### src/rtl/button_conditioner.sv
// button_conditioner: sync + debounce FSM for one active-low pushbutton.
// Optional hold detector enabled by BUTTON_CONDITIONER_LONG_PRESS_EN.
module button_conditioner #(
  parameter int unsigned CNT_WIDTH = 24,
  parameter logic [CNT_WIDTH-1:0] DEBOUNCE_COUNT = 24'd120000,
  parameter logic [CNT_WIDTH-1:0] LONG_COUNT = 24'd12000000
) (
  input  logic clk,
  input  logic rst_btn,
  input  logic btn_in,
  output logic btn_level,
  output logic press_pulse,
  output logic release_pulse,
  output logic long_press
);

  localparam logic [1:0] S_RELEASED     = 2'd0;
  localparam logic [1:0] S_PRESS_WAIT   = 2'd1;
  localparam logic [1:0] S_PRESSED      = 2'd2;
  localparam logic [1:0] S_RELEASE_WAIT = 2'd3;

  localparam logic [CNT_WIDTH-1:0] ONE = CNT_WIDTH'(1);
  localparam logic [CNT_WIDTH-1:0] DB_LAST = DEBOUNCE_COUNT - ONE;

  logic s1_q, s1_d;
  logic s2_q, s2_d;
  logic pressed_s;

  logic [1:0] state_q, state_d;
  logic [CNT_WIDTH-1:0] cnt_q, cnt_d;

  logic level_q, level_d;
  logic press_q, press_d;
  logic rel_q, rel_d;

  // Two-stage synchroniser; idle (released) button reads as 1.
  always_comb begin
    s1_d = btn_in;
    s2_d = s1_q;
  end

  // Synchroniser flops; reset to the idle level so no press is seen.
  always_ff @(posedge clk or negedge rst_btn) begin
    if (!rst_btn) begin
      s1_q <= 1'b1;
      s2_q <= 1'b1;
    end else begin
      s1_q <= s1_d;
      s2_q <= s2_d;
    end
  end

  assign pressed_s = ~s2_q;

  // Debounce FSM: a change is accepted only after it holds
  // for DEBOUNCE_COUNT consecutive samples in a wait state.
  always_comb begin
    state_d = state_q;
    cnt_d   = cnt_q;
    case (state_q)
      S_RELEASED: begin
        if (pressed_s) begin
          state_d = S_PRESS_WAIT;
          cnt_d   = '0;
        end
      end
      S_PRESS_WAIT: begin
        if (!pressed_s) begin
          state_d = S_RELEASED;
        end else if (cnt_q == DB_LAST) begin
          state_d = S_PRESSED;
        end else begin
          cnt_d = cnt_q + ONE;
        end
      end
      S_PRESSED: begin
        if (!pressed_s) begin
          state_d = S_RELEASE_WAIT;
          cnt_d   = '0;
        end
      end
      S_RELEASE_WAIT: begin
        if (pressed_s) begin
          state_d = S_PRESSED;
        end else if (cnt_q == DB_LAST) begin
          state_d = S_RELEASED;
        end else begin
          cnt_d = cnt_q + ONE;
        end
      end
      default: begin
        state_d = S_RELEASED;
        cnt_d   = '0;
      end
    endcase
  end

  // FSM state and debounce counter registers.
  always_ff @(posedge clk or negedge rst_btn) begin
    if (!rst_btn) begin
      state_q <= S_RELEASED;
      cnt_q   <= '0;
    end else begin
      state_q <= state_d;
      cnt_q   <= cnt_d;
    end
  end

  // Outputs decode the transition being taken so they appear
  // on the same edge the FSM accepts the change.
  always_comb begin
    level_d = (state_d == S_PRESSED) ||
              (state_d == S_RELEASE_WAIT);
    press_d = (state_q == S_PRESS_WAIT) &&
              (state_d == S_PRESSED);
    rel_d   = (state_q == S_RELEASE_WAIT) &&
              (state_d == S_RELEASED);
  end

  // Registered outputs; no combinational path from btn_in.
  always_ff @(posedge clk or negedge rst_btn) begin
    if (!rst_btn) begin
      level_q <= 1'b0;
      press_q <= 1'b0;
      rel_q   <= 1'b0;
    end else begin
      level_q <= level_d;
      press_q <= press_d;
      rel_q   <= rel_d;
    end
  end

  assign btn_level     = level_q;
  assign press_pulse   = press_q;
  assign release_pulse = rel_q;

`ifdef BUTTON_CONDITIONER_LONG_PRESS_EN

  localparam logic [CNT_WIDTH-1:0] L_LAST = LONG_COUNT - ONE;

  logic [CNT_WIDTH-1:0] hold_q, hold_d;
  logic hold_act;
  logic long_q, long_d;

  // Hold counter runs while the button is debounced-pressed
  // (release bounces included), cleared otherwise, and parks
  // at LONG_COUNT so it can fire only once per press.
  always_comb begin
    hold_act = (state_q == S_PRESSED) ||
               (state_q == S_RELEASE_WAIT);
    hold_d   = '0;
    if (hold_act) begin
      if (hold_q != LONG_COUNT) begin
        hold_d = hold_q + ONE;
      end else begin
        hold_d = hold_q;
      end
    end
    long_d = hold_act && level_d && (hold_q == L_LAST);
  end

  // Hold counter and long-press pulse registers.
  always_ff @(posedge clk or negedge rst_btn) begin
    if (!rst_btn) begin
      hold_q <= '0;
      long_q <= 1'b0;
    end else begin
      hold_q <= hold_d;
      long_q <= long_d;
    end
  end

  assign long_press = long_q;

`else

  logic [CNT_WIDTH-1:0] unused_long_count;

  assign unused_long_count = LONG_COUNT;
  assign long_press = 1'b0;

`endif

endmodule

### config.mk
export PLATFORM = sky130hd
export DESIGN_NAME = button_conditioner
export DESIGN_NICKNAME = d
export VERILOG_FILES = /design/src/rtl/button_conditioner.sv
export SDC_FILE = /design/constraint.sdc
export NUM_CORES = 1
export LEC_CHECK = 0
export ABC_AREA = 1
export CORE_ASPECT_RATIO = 2
export CORE_MARGIN = 2
export CORE_UTILIZATION = 52
export DETAILED_ROUTE_END_ITERATION = 10
export PLACE_DENSITY_LB_ADDON = 0.1
export SLEW_MARGIN = 20
export SYNTH_ARGS = -nofsm -noshare
export SYNTH_HDL_FRONTEND = slang
export SYNTH_SLANG_ARGS = --single-unit
### constraint.sdc
create_clock -name clk -period 2.2 [get_ports clk]
set_clock_uncertainty 0.1 [all_clocks]
set_input_delay 0.44 -clock clk [delete_from_list [all_inputs] [get_ports clk]]
set_output_delay 0.44 -clock clk [all_outputs]
set_load 0.05 [all_outputs]
==> results summary <==
The flow ran to the end, and the final reports show no timing, DRC or antenna violations. The number of nets with antenna violations after routing came out at 0. The effective utilization at floorplan is 53.4%. The routed via count divided by cell count is 4.99. The largest fanout of any net on the critical path came out at 5. The final critical path time including I/O delays and setup is 2.04 ns. The critical setup path kind is flop to primary output.

The wire length after detailed routing came out at 4350 um. The count of endpoints failing hold in the final timing report is 0. The congestion estimate from routability-driven global placement came to 0.918. Setup repair after global routing left no endpoint under its margin.

The post-synthesis instance area came out at 0.00188 mm2. The number of DRC violations after detailed routing came out at 0. STA classifies the critical path startpoint as a flop. The core region area came out at 0.00353 mm2. The worst register-to-register path begins at cnt_q[0]. The floorplan step set the die height to 89.1 um.

Yosys mapped the design onto 26 distinct sky130hd cell types. The remaining max-slew budget at the tightest pin is 54.0%. In this run, CTS created clock tree buffers numbering 5.

STA classifies the critical path endpoint as a primary output. The first-pass GRT wire length is 7340 um. The min-delay analysis places its worst path in the category flop to flop.

The largest stage delay on the critical path came out at 0.82 ns. The count of pins over their slew limit is 0. In this run the register-to-register setup slack is 0.38 ns. The count of antenna diodes in the layout came out at 0.

The final setup violation count came out at 0. Hold timing on the final database bottoms out at a slack of 0.256 ns. The required arrival time at the worst endpoint came out at 1.66 ns.

The via count of the first global-routing pass is 1653. The TritonCTS clock tree is yes. Power spread over the standard cell area amounts to 506 mW/mm2. The count of input and output buffers came out at 5. The worst register-to-register path ends at cnt_q[2]. The share of layout cells above drive strength 1 is 12.0%. Excluding fillers, the count of instances in the completed layout stands at 348.

The slew at the pin closest to its max-slew limit is 0.689 ns. The number of buffers and inverters on the critical path is 1. The depth of the worst register-to-register path is 7. The number of maximum-capacitance constraint violations is 0. The final non-filler cell area is 0.00217 mm2. For this run, the top clock speed supported by timing is 490 MHz. The portion of the clock cycle consumed by the worst path in the final layout is 92.8%.

The I/O pin count is 7. The critical path ends at btn_level. No sink is reached through more buffers than the 2 on the longest clock path. The highest ir drop seen on vdd came out at 0.596 mV. The area added between synthesis and finish came out at 15.2%.

The launching instance or port of the critical path is btn_level. The endpoint arrival time on the critical path is 1.50 ns. The pre-antenna-repair detailed-routing pass consisted of 4 iterations. CTS placed an instance of clkbuf_8 at the clock tree root. The maximum number of pins on one net before global-route repair came out at 31. The half-perimeter wire length after placement came out at 3320 um. The starting DRC count in detailed routing is 54.

The proportion of synthesized chip area in sequential cells is 40.0%. The clock net sink count is 30. The total number of vias is 1736. The floorplan step defined a die boundary enclosing 0.00415 mm2. Traced cell by cell, the critical path runs through clkdlybuf4s50_1. The synthesized area per cell is 6.78 um2.

The number of antenna violations at the first check in global routing came out at 0. Including well taps, the total number of placed cells is 340. The Yosys warning count came out at 0. The level count of the clock H-tree came out at 2. The net total in the final layout is 302. Summed over all layers, the global routing overflow is 0. The leakage power figure is 0.000930 uW. Clock-pin slew was measured on the worst setup and hold paths at 0.06 ns.

The slowest library cell on the worst path is clkdlybuf4s50_1. The total stage count of the critical path came out at 1. For the worst-skew pair, the clock arrives at the later sink with an insertion delay of 0.29 ns. Global routing used 24.9% of the available tracks. The total negative setup slack came out at 0 ns. The number of rows in the core area came out at 31.

The total placed instance area is 0.00208 mm2. The number of inserted filler cells in the final layout is 330. The count of mapped cells out of synthesis came out at 278. The number of register bits inferred by synthesis came out at 30. The net count after synthesis is 282.

The average detailed-routed wire length per instance is 12.5 um. The die width is 46.6 um. Broken down by cell family, the worst path's largest delay share belongs to buffers and inverters.
[flip-flops by register name, summed over array words and instances, names as in the netlist]
signal and flops:
press_pulse 1, state_q 1, s2_q 1, cnt_q 24, release_pulse 1, btn_level 1, s1_q 1
[cell type report]
type	count	area, um2	share of cell area, %
Sequential cell	30	753	34.7
Timing Repair Buffer	21	183	8.41
Inverter	19	72.6	3.34
Clock inverter	1	5.00	0.231
Tap cell	49	61.3	2.82
Clock buffer	7	86.3	3.98
Multi-Input combinational cell	221	1010	46.5
[cells in the mapped netlist (all sizes together)]
cell	instances	area, um2
conb	1	3.75
o21ai	13	65.1
buf	5	40.0
nor2	50	198
nand2	107	407
xor2	11	96.3
inv	18	67.6
dfstp	2	52.6
nand4	2	12.5
o21bai	3	22.5
nand3b	1	20.0
dfrtp	28	701
nor3	3	20.0
clkinv	1	5.00
nand3	27	140
clkbuf	3	11.3
ha	1	12.5
a21oi	2	10.0
[layer usage]
metal	share of wire (%)	global-route usage, %	vias to the layer above	routed length, um
met5	0	0	-	0
met4	5.1	17.9	0	222
met3	4.3	4.24	14	186
met2	51	39.5	41	2230
met1	39	28.9	776	1710
li1	-	-	905	-
[cell usage in the layout (no fill, tap or decap)]
master and count:
dfrtp_1 28, xor2_1 11, a21oi_1 2, clkdlybuf4s50_1 5
ha_1 1, clkbuf_8 6, buf_4 15, nand2_1 105
inv_1 16, o21ai_0 13, nor3_1 2, nor2_2 2
nor2_4 1, dfstp_2 2, inv_2 2, conb_1 1
nand4_1 2, o21bai_1 3, nor2_1 47, buf_12 1
nand3_2 1, nand2_2 2, nor3_2 1, clkbuf_1 1
nand3b_4 1, clkinv_2 2, nand3_1 26
[cells by family after synthesis]
kind of cell,count (synthesis),share of synthesized area (%)
AO/OA/AOI/OAI,18,5.18
XOR/XNOR,11,5.11
adder cells (fa/ha/maj),1,0.664
buffers and inverters,27,6.57
flip-flops,30,40.0
other,1,0.199
AND/OR/NAND/NOR,190,42.3
[how the worst min path moves through the flow]
stage	from	to	slack (ns)	cells after the start
final	s1_q	s2_q	0.26	0
after global routing	s1_q	s2_q	0.26	0
after CTS	s1_q	s2_q	0.26	0
after detailed placement	s1_q	s2_q	0.25	0
after global placement	s1_q	s2_q	0.25	0
after floorplan	rst_btn	btn_level	0.04	0
[power breakdown]
part,total [uW],switching (uW),internal [uW]
clock,452,200,252
combinational,78.0,51.6,26.4
sequential,569,6.89,563
[timing repair]
action / in CTS / in global routing
setup endpoints to repair: 3 / 0
hold buffers: 0 / 0
gates resized for setup: 1 / 0
buffers inserted: 0 / 0
[through the flow]
| stage | total power (uW) | util, % | worst slack [ns] |
|---|---|---|---|
| global placement | 657 | 58.8 | 0.0531 |
| CTS | 1110 | 61.5 | 0.144 |
| finish | 1100 | 61.5 | 0.159 |
| global route | 1150 | 61.5 | 0.101 |
| floorplan | 623 | - | 0.524 |
| detailed placement | 658 | 58.8 | -0.0237 |
Power figures use the tool's default switching activity.
